==> config.mk <==
export PLATFORM = sky130hd
export DESIGN_NAME = uart_rx
export DESIGN_NICKNAME = d
export VERILOG_FILES = /design/src/rtl/uart_rx.sv
export SDC_FILE = /design/constraint.sdc
export NUM_CORES = 1
export LEC_CHECK = 0
export BUFFER_PORTS_ARGS = -buffer_cell sky130_fd_sc_hd__buf_4
export CAP_MARGIN = 0
export CORE_UTILIZATION = 45
export DETAILED_ROUTE_END_ITERATION = 10
export GPL_TIMING_DRIVEN = 1
export PLACE_DENSITY = 0.66
export SETUP_SLACK_MARGIN = 0.5
export SLEW_MARGIN = 5
export SYNTH_ARGS = -nofsm -noshare
export SYNTH_HDL_FRONTEND = slang
export SYNTH_SLANG_ARGS = --single-unit
==> constraint.sdc <==
create_clock -name i_clk -period 1.9 [get_ports i_clk]
set_input_delay 0.19 -clock i_clk [delete_from_list [all_inputs] [get_ports i_clk]]
set_output_delay 0.19 -clock i_clk [all_outputs]
set_load 0.005 [all_outputs]
==> src/rtl/uart_rx.sv <==
// UART receiver with OV_SAMP-times oversampling driven by a shared baud-tick
// enable. Start bits are validated at mid-bit; data, parity and stop bits are
// sampled at bit centres. Each finished character is presented with its error
// flags alongside a one-cycle done strobe that writes the RX FIFO.
module uart_rx #(
   parameter int unsigned OV_SAMP = 16
) (
   input  logic       i_clk,
   input  logic       i_rst,
   input  logic       i_baud,
   input  logic       i_rx_en,
   input  logic       i_rx,
   input  logic [2:0] i_parity_sel,
   input  logic       i_stop_sel,
   input  logic [1:0] i_width_sel,
   output logic [7:0] o_data,
   output logic       o_rx_done,
   output logic       o_parity_err,
   output logic       o_frame_err,
   output logic       o_break
);

   // Tick counter is 4 bits wide, so OV_SAMP is limited to 4..16 (even).
   localparam logic [3:0] MID_M1  = 4'(OV_SAMP / 2 - 1);
   localparam logic [3:0] LAST_TK = 4'(OV_SAMP - 1);

   localparam logic [2:0] S_IDLE    = 3'd0;
   localparam logic [2:0] S_START   = 3'd1;
   localparam logic [2:0] S_DATA    = 3'd2;
   localparam logic [2:0] S_PARITY  = 3'd3;
   localparam logic [2:0] S_STOP_I  = 3'd4;
   localparam logic [2:0] S_STOP_II = 3'd5;

   // Line synchroniser and edge-detect history.
   logic       sync1_q, rx_s_q, prev_q;

   // Frame state.
   logic [2:0] state_q, state_d;
   logic [3:0] cnt_q, cnt_d;
   logic [2:0] idx_q, idx_d;
   logic [7:0] shift_q, shift_d;
   logic       xor_q, xor_d;
   logic       perr_q, perr_d;
   logic       ferr_q, ferr_d;
   logic       brk_q, brk_d;

   // Output register, updated only when a frame completes.
   logic [7:0] out_data_q, out_data_d;
   logic       out_perr_q, out_perr_d;
   logic       out_ferr_q, out_ferr_d;
   logic       out_brk_q, out_brk_d;
   logic       done_q, done_d;

   logic       fall_edge;
   logic       bit_tick;
   logic [2:0] last_idx;
   logic       par_exp;
   logic       ferr_n;
   logic       brk_n;

   assign fall_edge = prev_q & ~rx_s_q;
   assign bit_tick  = i_baud && (cnt_q == LAST_TK);
   assign last_idx  = {1'b0, i_width_sel} + 3'd4;
   // Stick parity uses bit0 directly; otherwise even/odd over the data bits.
   assign par_exp   = i_parity_sel[1] ? i_parity_sel[0] : (xor_q ^ i_parity_sel[0]);
   assign ferr_n    = ferr_q | ~rx_s_q;
   assign brk_n     = brk_q & ~rx_s_q;

   // Next-state logic for the frame FSM and its datapath.
   always_comb begin
      // NOTE: every signal written here gets a default first, so no path leaves
      // one unassigned and no latch is inferred.
      state_d    = state_q;
      cnt_d      = cnt_q;
      idx_d      = idx_q;
      shift_d    = shift_q;
      xor_d      = xor_q;
      perr_d     = perr_q;
      ferr_d     = ferr_q;
      brk_d      = brk_q;
      out_data_d = out_data_q;
      out_perr_d = out_perr_q;
      out_ferr_d = out_ferr_q;
      out_brk_d  = out_brk_q;
      done_d     = 1'b0;

      // Free-running oversample counter while a frame is in progress.
      if (state_q != S_IDLE && i_baud) begin
         cnt_d = (cnt_q == LAST_TK) ? 4'd0 : cnt_q + 4'd1;
      end

      case (state_q)
         S_IDLE: begin
            cnt_d = 4'd0;
            idx_d = 3'd0;
            if (i_rx_en && fall_edge) begin
               state_d = S_START;
               shift_d = 8'h00;
               xor_d   = 1'b0;
               perr_d  = 1'b0;
               ferr_d  = 1'b0;
               brk_d   = 1'b1;
            end
         end

         S_START: begin
            if (i_baud && cnt_q == MID_M1) begin
               if (rx_s_q) begin
                  state_d = S_IDLE;      // glitch, not a start bit
               end else begin
                  cnt_d   = 4'd0;        // realign to bit centres
                  state_d = S_DATA;
               end
            end
         end

         S_DATA: begin
            if (bit_tick) begin
               shift_d[idx_q] = rx_s_q;
               xor_d          = xor_q ^ rx_s_q;
               brk_d          = brk_n;
               if (idx_q == last_idx) begin
                  state_d = i_parity_sel[2] ? S_PARITY : S_STOP_I;
               end else begin
                  idx_d = idx_q + 3'd1;
               end
            end
         end

         S_PARITY: begin
            if (bit_tick) begin
               perr_d  = (rx_s_q != par_exp);
               brk_d   = brk_n;
               state_d = S_STOP_I;
            end
         end

         S_STOP_I: begin
            if (bit_tick) begin
               ferr_d = ferr_n;
               brk_d  = brk_n;
               if (i_stop_sel) begin
                  state_d = S_STOP_II;
               end else begin
                  state_d    = S_IDLE;
                  done_d     = 1'b1;
                  out_data_d = shift_q;
                  out_perr_d = perr_q;
                  out_ferr_d = ferr_n;
                  out_brk_d  = brk_n;
               end
            end
         end

         S_STOP_II: begin
            if (bit_tick) begin
               ferr_d     = ferr_n;
               state_d    = S_IDLE;
               done_d     = 1'b1;
               out_data_d = shift_q;
               out_perr_d = perr_q;
               out_ferr_d = ferr_n;
               out_brk_d  = brk_q;      // break looks only at the first stop bit
            end
         end

         default: begin
            state_d = S_IDLE;
         end
      endcase
   end

   // Synchroniser, edge history and state registers with synchronous reset.
   always_ff @(posedge i_clk) begin
      // NOTE: sequential state uses non-blocking assignments so every register
      // samples the pre-edge values, independent of statement order.
      if (i_rst) begin
         sync1_q    <= 1'b1;
         rx_s_q     <= 1'b1;
         prev_q     <= 1'b1;
         state_q    <= S_IDLE;
         cnt_q      <= 4'd0;
         idx_q      <= 3'd0;
         shift_q    <= 8'h00;
         xor_q      <= 1'b0;
         perr_q     <= 1'b0;
         ferr_q     <= 1'b0;
         brk_q      <= 1'b0;
         out_data_q <= 8'h00;
         out_perr_q <= 1'b0;
         out_ferr_q <= 1'b0;
         out_brk_q  <= 1'b0;
         done_q     <= 1'b0;
      end else begin
         sync1_q    <= i_rx;
         rx_s_q     <= sync1_q;
         // Tracks in every state so a start edge right after the stop sample
         // is still seen when the FSM returns to IDLE.
         prev_q     <= rx_s_q;
         state_q    <= state_d;
         cnt_q      <= cnt_d;
         idx_q      <= idx_d;
         shift_q    <= shift_d;
         xor_q      <= xor_d;
         perr_q     <= perr_d;
         ferr_q     <= ferr_d;
         brk_q      <= brk_d;
         out_data_q <= out_data_d;
         out_perr_q <= out_perr_d;
         out_ferr_q <= out_ferr_d;
         out_brk_q  <= out_brk_d;
         done_q     <= done_d;
      end
   end

   assign o_data       = out_data_q;
   assign o_rx_done    = done_q;
   assign o_parity_err = out_perr_q;
   assign o_frame_err  = out_ferr_q;
   assign o_break      = out_brk_q;

endmodule

==> results.py <==
metrics = {
    "status": {
        "status": "finished, final reports clean",
    },
    "worst_setup_path": {
        "path_max_fanout": 4,
        "regToRegStartpoint": "idx_q[1]",
        "crit_path_top_delay_cell": "dfxtp_4",
        "slowest_delay_ps": 360,
        "path_cells": "xor2_2 > o31a_1 > or3_4 > o41ai_2",
        "required_ps": 2090,
        "crit_start": "idx_q[1]",
        "cp-start-kind": "flop",
        "worst_ep_arrival_time_ps": 1750,
        "worstSetupPathType": "flop to flop",
        "end_kind": "flop",
    },
    "clock_network": {
        "root_buffer": "clkbuf_8",
        "cts_made_buffers": 5,
        "cts_htree_levels": 2,
        "clockBufferDepth": 2,
        "path_clk_slew_ps": 80,
        "insertion_delay_ps": 290,
        "cts.sinks": 37,
        "cts_tree": "built",
    },
    "run": {
        "max_cap_viol_count": 0,
    },
    "timing": {
        "skew_ps": 7.964,
        "worst_slack_ps": 343.1,
        "hold_viol": 0,
        "fin_crit_sh_pct": 81.94,
        "fin_hold_ws_ps": 79.16,
        "setup_viol": 0,
        "slew_viol_final": 0,
        "slew_headroom_pct": 67.83,
        "tightest_slew_ps": 479.7,
        "tns_ps": 0,
        "max_freq_mhz": 642.3,
        "grt_setup_unrepaired": "true",
        "fin_crit_ps": 1557,
    },
    "routing": {
        "vias_per_cell": 5.768,
        "first_iter_violations": 83,
        "post_drt_wl_per_cell_um": 15.57,
        "drc_errors": 0,
        "vias": 1765,
        "drt_wl_total_um": 4765,
        "drtPass1Iterations": 5,
        "drtAntennaViolNets": 0,
    },
    "power": {
        "cellLeakagePower_nw": 0.9087,
        "p_sw_mw": 0.5738,
        "vdd_drop_max_mv": 0.6569,
        "power_frac_seq_pct": 43.4,
        "power_mw": 1.903,
        "power_frac_clock_pct": 28.0,
        "netSwitchingFraction_pct": 30.15,
        "p_comb_share_pct": 28.6,
        "p_int_mw": 1.329,
        "power_density_mw_per_mm2": 769.4,
    },
    "global_routing": {
        "grt.overflow.total": 0,
        "track_usage_pct": 23.74,
        "grt_first_pass_wirelength_um": 7617,
        "grt_pass1_vias": 1645,
        "grt_antenna_before_repair": 0,
        "grt_start_max_net_pins": 31,
    },
    "placed_design": {
        "place_ws_ps": -0.3236,
        "hpwl_um": 2762,
        "gp_routability_congestion": 0.8120,
        "io_buffers": 22,
        "place_inst": 272,
        "placed_area_mm2": 0.002003,
    },
    "logic_synthesis": {
        "yosys-top-cells-area": "dfxtp_1 (42%), a21oi_1 (7.3%), nand2_1 (6.3%), nand3_1 (2.0%), xnor2_1 (2.0%)",
        "synth_flop_cell": "dfxtp_1",
        "synth-simple-area-share_pct": 28.07,
        "synth-seq-cells": 37,
        "synthMuxAreaShare_pct": 0,
        "synth_enable_flop_cells": 0,
        "syn_area_mm2": 0.001774,
        "synth_top_family_by_area": "simple AND/OR/NAND/NOR gates",
        "synth_area_per_cell_um2": 8.409,
        "synth_fp_nets": 224,
        "synth_common_cells": "dfxtp_1 (37), nand2_1 (30), a21oi_1 (26)",
        "yosys.cell_count.top_type": "dfxtp_1",
        "synth_async_sr_flop_share_pct": 0,
        "yosys.area.top_type": "dfxtp_1",
        "yosysTopAreaCellShare_pct": 41.75,
        "synthCells": 211,
        "yosys.area_share.xor_xnor_pct": 2.962,
        "synth_fa_ha_area_share_pct": 1.410,
        "ys.warnings.count": 0,
        "netlist-cell-type-count": 51,
        "ys_seq_area_share_pct": 41.75,
        "synth-compound-area-share_pct": 20.38,
    },
    "die": {
        "fp.dieH_um": 64.79,
        "initial_core_util_pct": 47.74,
        "die_w_um": 64.79,
        "core_region_area_mm2": 0.003716,
        "die_area_mm2": 0.004198,
        "rows": 22,
        "io_pins": 23,
    },
    "final_layout": {
        "syn_to_final_growth_pct": 39.42,
        "fin_area_mm2": 0.002474,
        "final_util_pct": 66.57,
        "finalNonFillerCells": 306,
        "nets": 270,
        "insertedDiodeCount": 0,
        "drive_gt1_share_pct": 41.47,
    },
    "min_path": {
        "hold_start": "i_rx",
        "min_path_type": "input port to flop",
    },
}
-- layout make-up --
type	instances	area (µm²)
sequential	37	764.5
clock inverter	2	10.01
clock buffer	6	72.57
timing repair buffer	52	422.9
fill	292	1242
tap	48	60.06
multi-input combinational	155	1121
inverter	6	22.52
-- flip-flops by register name, summed over array words and instances, names as in the netlist --
signal	cells
idx_q	3
xor_q	1
o_parity_err	1
o_break	1
rx_s_q	1
perr_q	1
prev_q	1
o_data	8
state_q	3
o_rx_done	1
shift_q	8
ferr_q	1
o_frame_err	1
sync1_q	1
brk_q	1
cnt_q	4
-- layer usage --
metal	track usage (%)	share of wire, %
met1	27.09	41
met2	41.67	52
met3	6.338	4.6
met4	9.167	1.5
met5	0	0
-- power groups by stage --
stage / logic [mW] / registers (mW) / clock network, mW
after global routing: 0.578 / 0.829 / 0.574
after CTS: 0.402 / 0.825 / 0.546
after floorplan: 0.226 / 0.825 / 0
after detailed placement: 0.260 / 0.853 / 0
after global placement: 0.251 / 0.852 / 0
final: 0.545 / 0.826 / 0.532
-- worst max-delay path, delay by kind of cell (launching register included) --
kind            cells  cell delay [ps]
simple gates        1              360
xor+xnor            1              190
flops               1              360
compound gates      2              540
-- layout by cell type, fill, tap and decap left out, drive strengths merged, types with 2 or more instances in the layout --
cell / synthesis / final
o311ai: 3 / 3
xnor2: 4 / 4
and3: 2 / 2
nand2b: 3 / 3
buf: 8 / 51
a21oi: 26 / 26
or4: 3 / 3
dfxtp: 37 / 37
nor4: 2 / 2
o211ai: 2 / 2
a311oi: 2 / 2
o21ai: 7 / 7
nor2: 9 / 9
nor2b: 5 / 5
and4: 2 / 3
inv: 6 / 6
clkinv: 0 / 2
nand2: 30 / 30
o21a: 2 / 2
nor3b: 2 / 2
o31ai: 2 / 2
ha: 2 / 2
or2b: 2 / 2
nand3: 7 / 7
clkbuf: 6 / 7
nand4: 4 / 4
xor2: 2 / 2
and2: 2 / 2
o22ai: 2 / 2
a32o: 3 / 3
or2: 4 / 4
or3: 5 / 5
nor3: 4 / 4
-- what timing repair did --
item,CTS,global route
pin swaps,3,12
resized for setup,18,27
hold buffers,0,0
gates cloned,2,0
hold endpoints to repair,0,0
buffers inserted,19,5
setup endpoints to repair,34,34
-- worst paths after layout --
kind | end | slack, ps | cells past startpoint
max reg2reg | state_q[1] | 340 | 4
max | state_q[1] | 340 | 4
min reg2reg | rx_s_q | 410 | 1
min | sync1_q | 80 | 2
-- kinds of logic (layout without fill, tap and decap cells) --
kind of cell / count (synthesis) / after routing
adder cells (fa/ha/maj): 2 / 2
buffers and inverters: 20 / 66
AND/OR/NAND/NOR: 90 / 91
flip-flops: 37 / 37
XOR/XNOR: 6 / 6
AO/OA/AOI/OAI: 56 / 56
Power figures use the tool's default switching activity.
